[config.mk]
export PLATFORM = sky130hd
export DESIGN_NAME = serial_frame_rx
export DESIGN_NICKNAME = d
export VERILOG_FILES = /design/src/rtl/serial_frame_rx.sv
export SDC_FILE = /design/constraint.sdc
export NUM_CORES = 1
export LEC_CHECK = 0
export BUFFER_PORTS_ARGS = -buffer_cell sky130_fd_sc_hd__buf_4
export CAP_MARGIN = 20
export CORE_MARGIN = 5
export CORE_UTILIZATION = 55
export DETAILED_ROUTE_END_ITERATION = 7
export HOLD_SLACK_MARGIN = 0.06
export PLACE_DENSITY = 0.81
export SLEW_MARGIN = 40
export SYNTH_ARGS = -nofsm -noshare
export SYNTH_HDL_FRONTEND = slang
export SYNTH_SLANG_ARGS = --single-unit
[constraint.sdc]
create_clock -name clk -period 2.5 [get_ports clk]
set_clock_uncertainty 0.05 [all_clocks]
set_input_delay 0.125 -clock clk [delete_from_list [all_inputs] [get_ports clk]]
set_output_delay 0.125 -clock clk [all_outputs]
set_load 0.005 [all_outputs]
[src/rtl/serial_frame_rx.sv]
// Serial frame receiver: hunts for a header pattern, then collects a w-bit LSB-first word.
// Define SERIAL_FRAME_RX_PARITY_EN to add an even-parity bit after the data word.
module serial_frame_rx #(
    parameter int unsigned          w        = 8,
    parameter int unsigned          header_w = 4,
    parameter logic [header_w-1:0]  header   = 4'b1011
) (
    input  logic         clk,
    input  logic         reset,
    input  logic         en,
    input  logic         seq_in,
    output logic [w-1:0] data_out,
    output logic         data_valid,
    output logic         frame_err,
    output logic         busy,
    output logic [7:0]   frame_cnt
);
    localparam int unsigned IDX_W = (w > 1) ? $clog2(w) : 1;
    localparam int unsigned CNT_W = $clog2(header_w + 1);

    typedef enum logic [1:0] {HUNT, DATA, PARITY} state_t;

    state_t              state_q, state_d;
    logic [header_w-1:0] hdr_sr_q, hdr_sr_d;
    logic [CNT_W-1:0]    hdr_cnt_q, hdr_cnt_d;
    logic [IDX_W-1:0]    bit_idx_q, bit_idx_d;
    logic [w-1:0]        data_sr_q, data_sr_d;
    logic [w-1:0]        data_out_q, data_out_d;
    logic                data_valid_q, data_valid_d;
    logic                busy_q, busy_d;
    logic [7:0]          frame_cnt_q, frame_cnt_d;
    logic                frame_err_d;
    logic                complete;
    logic [w-1:0]        word;
    logic [header_w-1:0] win;
    logic [w-1:0]        data_nx;

    always_comb begin
        state_d      = state_q;
        hdr_sr_d     = hdr_sr_q;
        hdr_cnt_d    = hdr_cnt_q;
        bit_idx_d    = bit_idx_q;
        data_sr_d    = data_sr_q;
        data_out_d   = data_out_q;
        frame_cnt_d  = frame_cnt_q;
        data_valid_d = 1'b0;
        frame_err_d  = 1'b0;
        complete     = 1'b0;
        word         = data_sr_q;
        win          = {hdr_sr_q[header_w-2:0], seq_in};
        data_nx      = {seq_in, data_sr_q[w-1:1]};

        if (en) begin
            case (state_q)
                HUNT: begin
                    hdr_sr_d = win;
                    if (hdr_cnt_q < CNT_W'(header_w)) hdr_cnt_d = hdr_cnt_q + CNT_W'(1);
                    // the count gate keeps reset zeros in the window from forming a match
                    if (win == header && hdr_cnt_d == CNT_W'(header_w)) begin
                        state_d   = DATA;
                        bit_idx_d = '0;
                    end
                end
                DATA: begin
                    data_sr_d = data_nx;
                    bit_idx_d = bit_idx_q + IDX_W'(1);
                    if (bit_idx_q == IDX_W'(w - 1)) begin
`ifdef SERIAL_FRAME_RX_PARITY_EN
                        state_d = PARITY;
`else
                        complete = 1'b1;
                        word     = data_nx;
`endif
                    end
                end
`ifdef SERIAL_FRAME_RX_PARITY_EN
                PARITY: begin
                    if (^{data_sr_q, seq_in} == 1'b0) begin
                        complete = 1'b1;
                    end else begin
                        frame_err_d = 1'b1;
                        state_d     = HUNT;
                        hdr_sr_d    = '0;
                        hdr_cnt_d   = '0;
                    end
                end
`endif
                default: state_d = HUNT;
            endcase
        end

        if (complete) begin
            data_out_d   = word;
            data_valid_d = 1'b1;
            frame_cnt_d  = frame_cnt_q + 8'd1;
            state_d      = HUNT;
            hdr_sr_d     = '0;
            hdr_cnt_d    = '0;
        end

        busy_d = (state_d != HUNT);
    end

    always_ff @(posedge clk or posedge reset) begin
        if (reset) begin
            state_q      <= HUNT;
            hdr_sr_q     <= '0;
            hdr_cnt_q    <= '0;
            bit_idx_q    <= '0;
            data_sr_q    <= '0;
            data_out_q   <= '0;
            data_valid_q <= 1'b0;
            busy_q       <= 1'b0;
            frame_cnt_q  <= '0;
        end else begin
            state_q      <= state_d;
            hdr_sr_q     <= hdr_sr_d;
            hdr_cnt_q    <= hdr_cnt_d;
            bit_idx_q    <= bit_idx_d;
            data_sr_q    <= data_sr_d;
            data_out_q   <= data_out_d;
            data_valid_q <= data_valid_d;
            busy_q       <= busy_d;
            frame_cnt_q  <= frame_cnt_d;
        end
    end

`ifdef SERIAL_FRAME_RX_PARITY_EN
    logic frame_err_q;

    always_ff @(posedge clk or posedge reset) begin
        if (reset) frame_err_q <= 1'b0;
        else       frame_err_q <= frame_err_d;
    end

    assign frame_err = frame_err_q;
`else
    assign frame_err = 1'b0;
`endif

    assign data_out   = data_out_q;
    assign data_valid = data_valid_q;
    assign busy       = busy_q;
    assign frame_cnt  = frame_cnt_q;
endmodule

### Word level (Yosys, flattened, before mapping)

Cells that the tools add are included.

* register bits: 37
* word-level logic and storage cells: 49

* $add $sub $neg: 3
* order comparisons: 1
* equality and inequality tests: 5
* multiplexer cells: 22
* reduce and logical (&&, ||, !) cells: 9

Operators by type and width (count)
* 2-to-1 mux 3 bit: 10
* 2-to-1 mux 8 bit: 3
* adder 8 x 1 -> 8 bit (second input constant): 1
* nonzero test 2 bit: 4
* adder 3 x 1 -> 3 bit (second input constant): 2
* == test 3 bit (second input constant): 2
* 2-to-1 mux 2 bit: 3
* case mux 3 bit (2 select lines): 1
* == test 4 bit (second input constant): 1
* 2-to-1 mux 1 bit: 4
* case mux 2 bit (2 select lines): 1
* AND reduction 2 bit: 2
* < comparator 3 bit (second input constant): 1
* AND reduction 3 bit: 1
* == test 2 x 1 -> 1 bit (second input constant): 1
* zero test 2 bit: 1
* != test 2 bit (second input constant): 1
* logical AND 1 bit: 1

### Logic depth before layout (Yosys ltp)

Gate-level depths: netlist of the first run.

* depth in word-level cells: 11
* depth in mapped cells: 7
* depth with buffers taken out: 6

### Worst setup path before layout of the first run

No wires, ideal clock.

* path kind: register to register
* start: register hdr_cnt_q[0]
* end: register bit_idx_q[0]
* setup time: 0.118 ns
* arrival time: 1.732 ns
* required time: 2.332 ns
* path slack: 0.599 ns
* stages on the path, launching flop included: 6
* buffers on the path: 0
* period minus slack after synthesis: 1.901 ns
* path through: dfrtp_1 ha_1 or3b_4 a2111oi_4 a21oi_2 a21o_1

* word-level cells in the longest chain between the ends: 8
* elaborated cells between the ends (all ways): 9
* classes of those cells: add/sub: 1; order compare: 1; eq/ne: 2; mux: 3; reduce/logical: 2

Ends and longest elaborated chain
* start, declared: line 25 `logic [CNT_W-1:0] hdr_cnt_q, hdr_cnt_d;`
* start signal, assigned: line 118 `hdr_cnt_q <= hdr_cnt_d;`
* adder 3 x 1 -> 3 bit or < comparator 3 bit (tied branches): line 57 `if (hdr_cnt_q < CNT_W'(header_w)) hdr_cnt_d = hdr_cnt_q + CNT_W'(1);`
* 2-to-1 mux 3 bit (*): line 57
* 2-to-1 mux 3 bit (*): line 54 `case (state_q)`
* 2-to-1 mux 3 bit (*): line 53 `if (en) begin`
* == test 3 bit (*): line 59 `if (win == header && hdr_cnt_d == CNT_W'(header_w)) begin`
* logical AND 1 bit (*): line 59
* != test 2 bit (no source line) (*)
* AND reduction 3 bit (no source line) (*)
* end signal, assigned: line 119 `bit_idx_q <= bit_idx_d;`
* end, declared: line 26 `logic [IDX_W-1:0] bit_idx_q, bit_idx_d;`

Every way passes the cells marked *; elsewhere a longest branch is shown, timed or not. The select of a mux whose other input is x is not followed.
A chain may end at the register's enable or synchronous reset.

### Final worst setup path of the first run

* start: register bit_idx_q[0]
* end: register frame_cnt_q[1] (netlist: frame_cnt[1])

* word-level cells in the longest chain between the ends: 4

Ends and longest elaborated chain
* == test 3 bit: line 67 `if (bit_idx_q == IDX_W'(w - 1)) begin`
* 2-to-1 mux 1 bit: line 67
* 2-to-1 mux 1 bit: line 54
* 2-to-1 mux 1 bit: line 53
* end signal, assigned: line 124 `frame_cnt_q <= frame_cnt_d;`
* end, declared: line 31 `logic [7:0] frame_cnt_q, frame_cnt_d;`

Every way passes these cells.

==> results of run 1 <==
[Yosys cell counts (all sizes together)]
cell type  number
a2111oi         1
nor2            5
and4            1
xor2            2
nor3            2
nor2b           3
a21oi           6
dfrtp          36
or3b            2
nand2           8
o21ai           3
nand2b          2
mux2           16
clkbuf          1
mux2i           2
nand4           2
ha              4
a21o            2
nand4b          1
conb            1
and3            1
nand3           3
buf             3
inv             4
a22o            4
and4b           1
xnor2           5
[final cells by class]
class / instances / area [um2] / area share (%)
Sequential cell: 36 / 901 / 48.8
Multi-Input combinational cell: 77 / 613 / 33.2
Timing Repair Buffer: 26 / 203 / 11.0
Clock buffer: 6 / 41.3 / 2.24
Tap cell: 31 / 38.8 / 2.10
Clock inverter: 2 / 35.0 / 1.90
Inverter: 4 / 15.0 / 0.813
[kinds of logic (layout without fill, tap and decap cells)]
logic type | after synthesis | count (layout) | share of synthesized area [%]
xor+xnor | 7 | 7 | 3.94
simple gates | 31 | 31 | 11.0
other cells | 1 | 1 | 0.241
compound gates | 16 | 16 | 8.12
mux | 18 | 18 | 12.9
fa+ha+maj | 4 | 4 | 3.22
flops | 36 | 36 | 57.9
buf+inv | 8 | 38 | 2.73
[worst max-delay path: stages (launching register included)]
cell,delay [ps]
dfrtp_1,390
ha_1,160
ha_1,230
and4b_1,480
buf_4,240
mux2_2,340
[through the flow]
stage                     std cells  hold slack (ps)  utilization [%]  cell area [um2]
after floorplan                 121              141                -             1560
after global placement          171              199             63.7             1740
after detailed placement        171              210             63.7             1740
after CTS                       182              389             67.6             1850
after global routing            182              424             67.6             1850
final                           182              398             67.6             1850
[where the power goes]
group / switching (W) / internal, W / total, W
Combinational: 0.000117 / 0.000128 / 0.000245
Clock: 0.000184 / 0.000210 / 0.000393
Sequential: 0.0000743 / 0.000668 / 0.000742
Total: 0.000375 / 0.00101 / 0.00138
[path summary, 6_finish.rpt]
path	startpoint	endpoint	slack, ps	cells after the start
setup / recovery	bit_idx_q[0]$_DFFE_PP0P_	frame_cnt[1]$_DFFE_PP0P_	490	5
hold / removal	reset	frame_cnt[4]$_DFFE_PP0P_	400	4
setup reg to reg	bit_idx_q[0]$_DFFE_PP0P_	frame_cnt[1]$_DFFE_PP0P_	490	5
hold reg to reg	frame_cnt[7]$_DFFE_PP0P_	frame_cnt[7]$_DFFE_PP0P_	440	1
max in group asynchronous	reset	hdr_cnt_q[2]$_DFFE_PP0P_	1690	4
min in group clk	frame_cnt[7]$_DFFE_PP0P_	frame_cnt[7]$_DFFE_PP0P_	440	1
[placed cells by master, fill, tap and decap left out, types with 4 or more instances in the layout]
cell type	count
a21oi_1	5
xnor2_1	5
ha_1	4
nand2_1	8
mux2_2	16
nor2_1	5
clkbuf_4	5
a22o_1	4
dfrtp_1	36
inv_1	4
buf_4	23
[registers in the layout, indices dropped and copies added, names as in the netlist]
name	flops
hdr_sr_q	3
bit_idx_q	3
hdr_cnt_q	3
state_q	2
data_valid	1
data_sr_q	7
frame_cnt	8
data_out	8
busy	1
[metal layers]
metal  GRT usage (%)  vias to the layer above
met5               0                        -
met4            3.12                        0
met3            5.68                        0
met2            27.2                       26
met1            18.5                      531
li1                -                      484
==> results.json, run 1 <==
{
  "antenna_cells": 0,
  "totalPowerFinal_w": 0.00138,
  "initialDrtViolationCount": 39,
  "synth_top_area_share_pct": 57.9,
  "routed_wl_mm": 2.77,
  "path_max_fanout": 9,
  "cts_buffers": 5,
  "min_period_ps": 2010,
  "core_mm2": 0.00273,
  "grt_start_max_net_pins": 37,
  "synth_nets": 129,
  "grt_first_pass_wirelength_mm": 4.99,
  "vias": 1041,
  "grt_overflow_total": 0,
  "setup_violations": 0,
  "post_drt_wl_per_cell_um": 15.2,
  "peakVddDrop_v": 0.000671,
  "via_per_inst": 5.72,
  "worstSetupPathType": "flop to flop",
  "clock_path_buffers": 2,
  "finalWorstSetupSlack_ps": 486,
  "yosys_warnings": 0,
  "h-tree-depth": 2,
  "hold_path.class": "input port to async pin",
  "cts_resized": 0,
  "fillerInstances": 199,
  "worstSetupStartpointType": "flop",
  "rsz0062_at_grt": "no",
  "drc": 0,
  "antenna_found_initial": 0,
  "nets": 158,
  "cts.clk_slew.worst_paths_ps": 110,
  "ant_nets": 0,
  "arrival_ps": 2180,
  "grt_usage_pct": 15.6,
  "leakage_nw": 0.952,
  "fmax_mhz": 497,
  "port_buffers": 21,
  "met1_length_mm": 1.17,
  "synth_area_per_cell_um2": 12.9,
  "root_buffer": "clkbuf_4",
  "grt_pass1_vias": 1097,
  "chipWidth_um": 63.2,
  "cts_num_sinks": 36,
  "syn_inst": 121,
  "fin_crit_sh_pct": 80.6,
  "layout-drive-gt1-share_pct": 32.5,
  "p_per_area_mw_per_mm2": 748,
  "dieArea_mm2": 0.00399,
  "wl_met3_um": 144,
  "worstSkewPairLatency_ps": 330,
  "cts_hold_buf": 3,
  "synthTopCellsByArea": "dfrtp_1 (58%), mux2_2 (12%), ha_1 (3.2%), xnor2_1 (2.8%), a22o_1 (2.3%)",
  "dr_wl_met2_mm": 1.46,
  "dr.pass1.iters": 4,
  "maxCapViolations": 0,
  "die_height_um": 63.2,
  "yosys_register_bits": 36,
  "ioPinCount": 23,
  "synth.largest_area_cell": "dfrtp_1",
  "routed.top_layer": "met3",
  "tns_ps": 0,
  "area_growth_pct": 18.6,
  "cts_tree": "built",
  "hpwl_mm": 1.97,
  "worst_pin_slew_ps": 603,
  "initial_core_util_pct": 56.9,
  "yosysSeqAreaShare_pct": 57.9,
  "final_hold_viol_count": 0,
  "slew_headroom_pct": 59.4,
  "dpl_worst_slack_ps": 489,
  "required_ps": 2670,
  "cp-end-kind": "flop",
  "num_rows": 19,
  "syn_area_mm2": 0.00156,
  "gp_congestion": 0.730,
  "postCtsSetupBuffers": 0,
  "synth_cell_types": 31,
  "status": "finished, final reports clean",
  "finalMaxSlewViolations": 0
}
Power figures use the tool's default switching activity.
==> run 2: changes to the inputs <==
==> constraint.sdc (replaced) <==
create_clock -name clk -period 1.9 [get_ports clk]
set_clock_uncertainty 0.05 [all_clocks]
set_input_delay 0.095 -clock clk [delete_from_list [all_inputs] [get_ports clk]]
set_output_delay 0.095 -clock clk [all_outputs]
set_load 0.005 [all_outputs]
==> results.json, run 2 (synthesis gave the netlist of run 1 again) <==
{
  "status": "finished, final reports clean",
  "h-tree-depth": 2,
  "p_int_w": 0.00130,
  "nets": 163,
  "crit_chain": "ha_4, or3b_4, a2111oi_4, a21oi_2, a21o_1",
  "r2r_end": "bit_idx_q[0]$_DFFE_PP0P_",
  "r2r_slack_ps": 9,
  "grt_first_pass_wirelength_mm": 5.13,
  "fin_crit_sh_pct": 99.5,
  "critical_path.max_stage_delay_ps": 450,
  "grt_overflow_total": 0,
  "seqPwrFrac_pct": 54.1,
  "root_buffer": "clkbuf_4",
  "clock_power_share_pct": 25.2,
  "ant_nets": 0,
  "worstSetupPathType": "flop to flop",
  "ioPinCount": 23,
  "area_growth_pct": 21.2,
  "maxCapViolations": 0,
  "cts.clk_slew.worst_paths_ps": 100,
  "p_comb_share_pct": 20.7,
  "regArea_um2": 902,
  "instances_no_fill": 186,
  "vias": 1034,
  "fmax_mhz": 529,
  "grt_usage_pct": 16.3,
  "cts_num_sinks": 36,
  "tns_ps": 0,
  "postCtsSetupBuffers": 0,
  "crit_path_start": "hdr_cnt_q[1]$_DFFE_PP0P_",
  "min_period_ps": 1890,
  "cp-end-kind": "flop",
  "arrival_ps": 2070,
  "leakage_nw": 0.973,
  "antenna_cells": 0,
  "p_per_area_mw_per_mm2": 954,
  "drc": 0,
  "dieArea_mm2": 0.00399,
  "layout_common_cells": "dfrtp_1 (35), buf_4 (28), mux2_2 (16)",
  "worstSetupStartpointType": "flop",
  "chipWidth_um": 63.2,
  "worstSkewPairLatency_ps": 340,
  "initial_core_util_pct": 56.9,
  "switching_share_pct": 27.9,
  "path_delay_family": "compound AO/OA/AOI/OAI gates",
  "postLayoutCoreUtil_pct": 69.0,
  "r2r-start": "hdr_cnt_q[1]$_DFFE_PP0P_",
  "num_rows": 19,
  "via_per_inst": 5.56,
  "post_drt_wl_per_cell_um": 15.3,
  "dp.cells": 176,
  "grt_start_max_net_pins": 37,
  "path_max_fanout": 4,
  "cts_tree": "built",
  "initialDrtViolationCount": 30,
  "final_hold_viol_count": 0,
  "routed_wl_mm": 2.85,
  "hpwl_mm": 2.04,
  "p_sw_w": 0.000503,
  "required_ps": 2080,
  "dr.pass1.iters": 4,
  "setup_violations": 0,
  "multi_input_area_um2": 626,
  "hold_path.class": "input port to async pin",
  "finalMaxSlewViolations": 0,
  "antenna_found_initial": 0,
  "critPathSlowestCell": "dfrtp_2",
  "r2r_cells": 5,
  "layout_commonest_cell": "dfrtp_1",
  "gp_congestion": 0.760,
  "peakVddDrop_v": 0.000861,
  "port_buffers": 21,
  "grt_pass1_vias": 1123,
  "clock_path_buffers": 2,
  "crit_buf_inv": 0,
  "die_height_um": 63.2,
  "fillerInstances": 205,
  "layout-drive-gt1-share_pct": 36.1,
  "core_mm2": 0.00273,
  "cts_buffers": 5,
  "rsz0062_at_grt": "yes"
}
run 2: worst max-delay path by stage:
stage / cells after the start / end
CTS: 5 / bit_idx_q[0]$_DFFE_PP0P_
finish: 5 / bit_idx_q[0]$_DFFE_PP0P_
global placement: 5 / bit_idx_q[0]$_DFFE_PP0P_
detailed placement: 5 / bit_idx_q[0]$_DFFE_PP0P_
global route: 5 / bit_idx_q[0]$_DFFE_PP0P_
floorplan: 5 / bit_idx_q[0]$_DFFE_PP0P_
run 2: stage by stage:
stage / hold slack [ps] / instance area [um2] / total power [W] / worst slack [ps]
final: 374 / 1890 / 0.00180 / 9.43
after global routing: 392 / 1890 / 0.00192 / -33.6
after floorplan: 111 / 1560 / 0.00119 / 53.4
after CTS: 361 / 1870 / 0.00180 / -23.0
after global placement: 170 / 1780 / 0.00130 / 55.9
after detailed placement: 179 / 1780 / 0.00134 / -1.82
run 2: routing by layer:
layer	up-vias	GRT usage, %	part of all wire, %
li1	489	-	-
met1	518	18.8	42
met2	21	27.4	52
met3	6	5.86	4.8
met4	0	6.23	1.9
met5	-	0	0
run 2: layout make-up:
type,instances,area share (%)
Timing Repair Buffer,31,12.7
Sequential cell,36,47.8
Clock buffer,7,3.45
Tap cell,31,2.06
Inverter,4,0.796
Multi-Input combinational cell,77,33.2
run 2: power by group through the flow:
stage	clock network [W]	registers [W]	logic, W
floorplan	0	0.000962	0.000231
global placement	0	0.000971	0.000333
detailed placement	0	0.000982	0.000357
CTS	0.000464	0.000967	0.000364
global route	0.000502	0.000991	0.000431
finish	0.000453	0.000974	0.000372
run 2: tightest hold or removal path: stages:
cell           delay (ps)
dlygate4sd3_1         550
buf_4                 130
inv_1                  40
buf_4                 390
run 2: repair_timing:
| item | 4_1_cts | 5_1_grt |
|---|---|---|
| hold buffers | 3 | 0 |
| pin swaps | 0 | 2 |
| endpoints found under the hold margin | 42 | 0 |
| setup endpoints to repair | 1 | 3 |
| gates resized for setup | 0 | 2 |
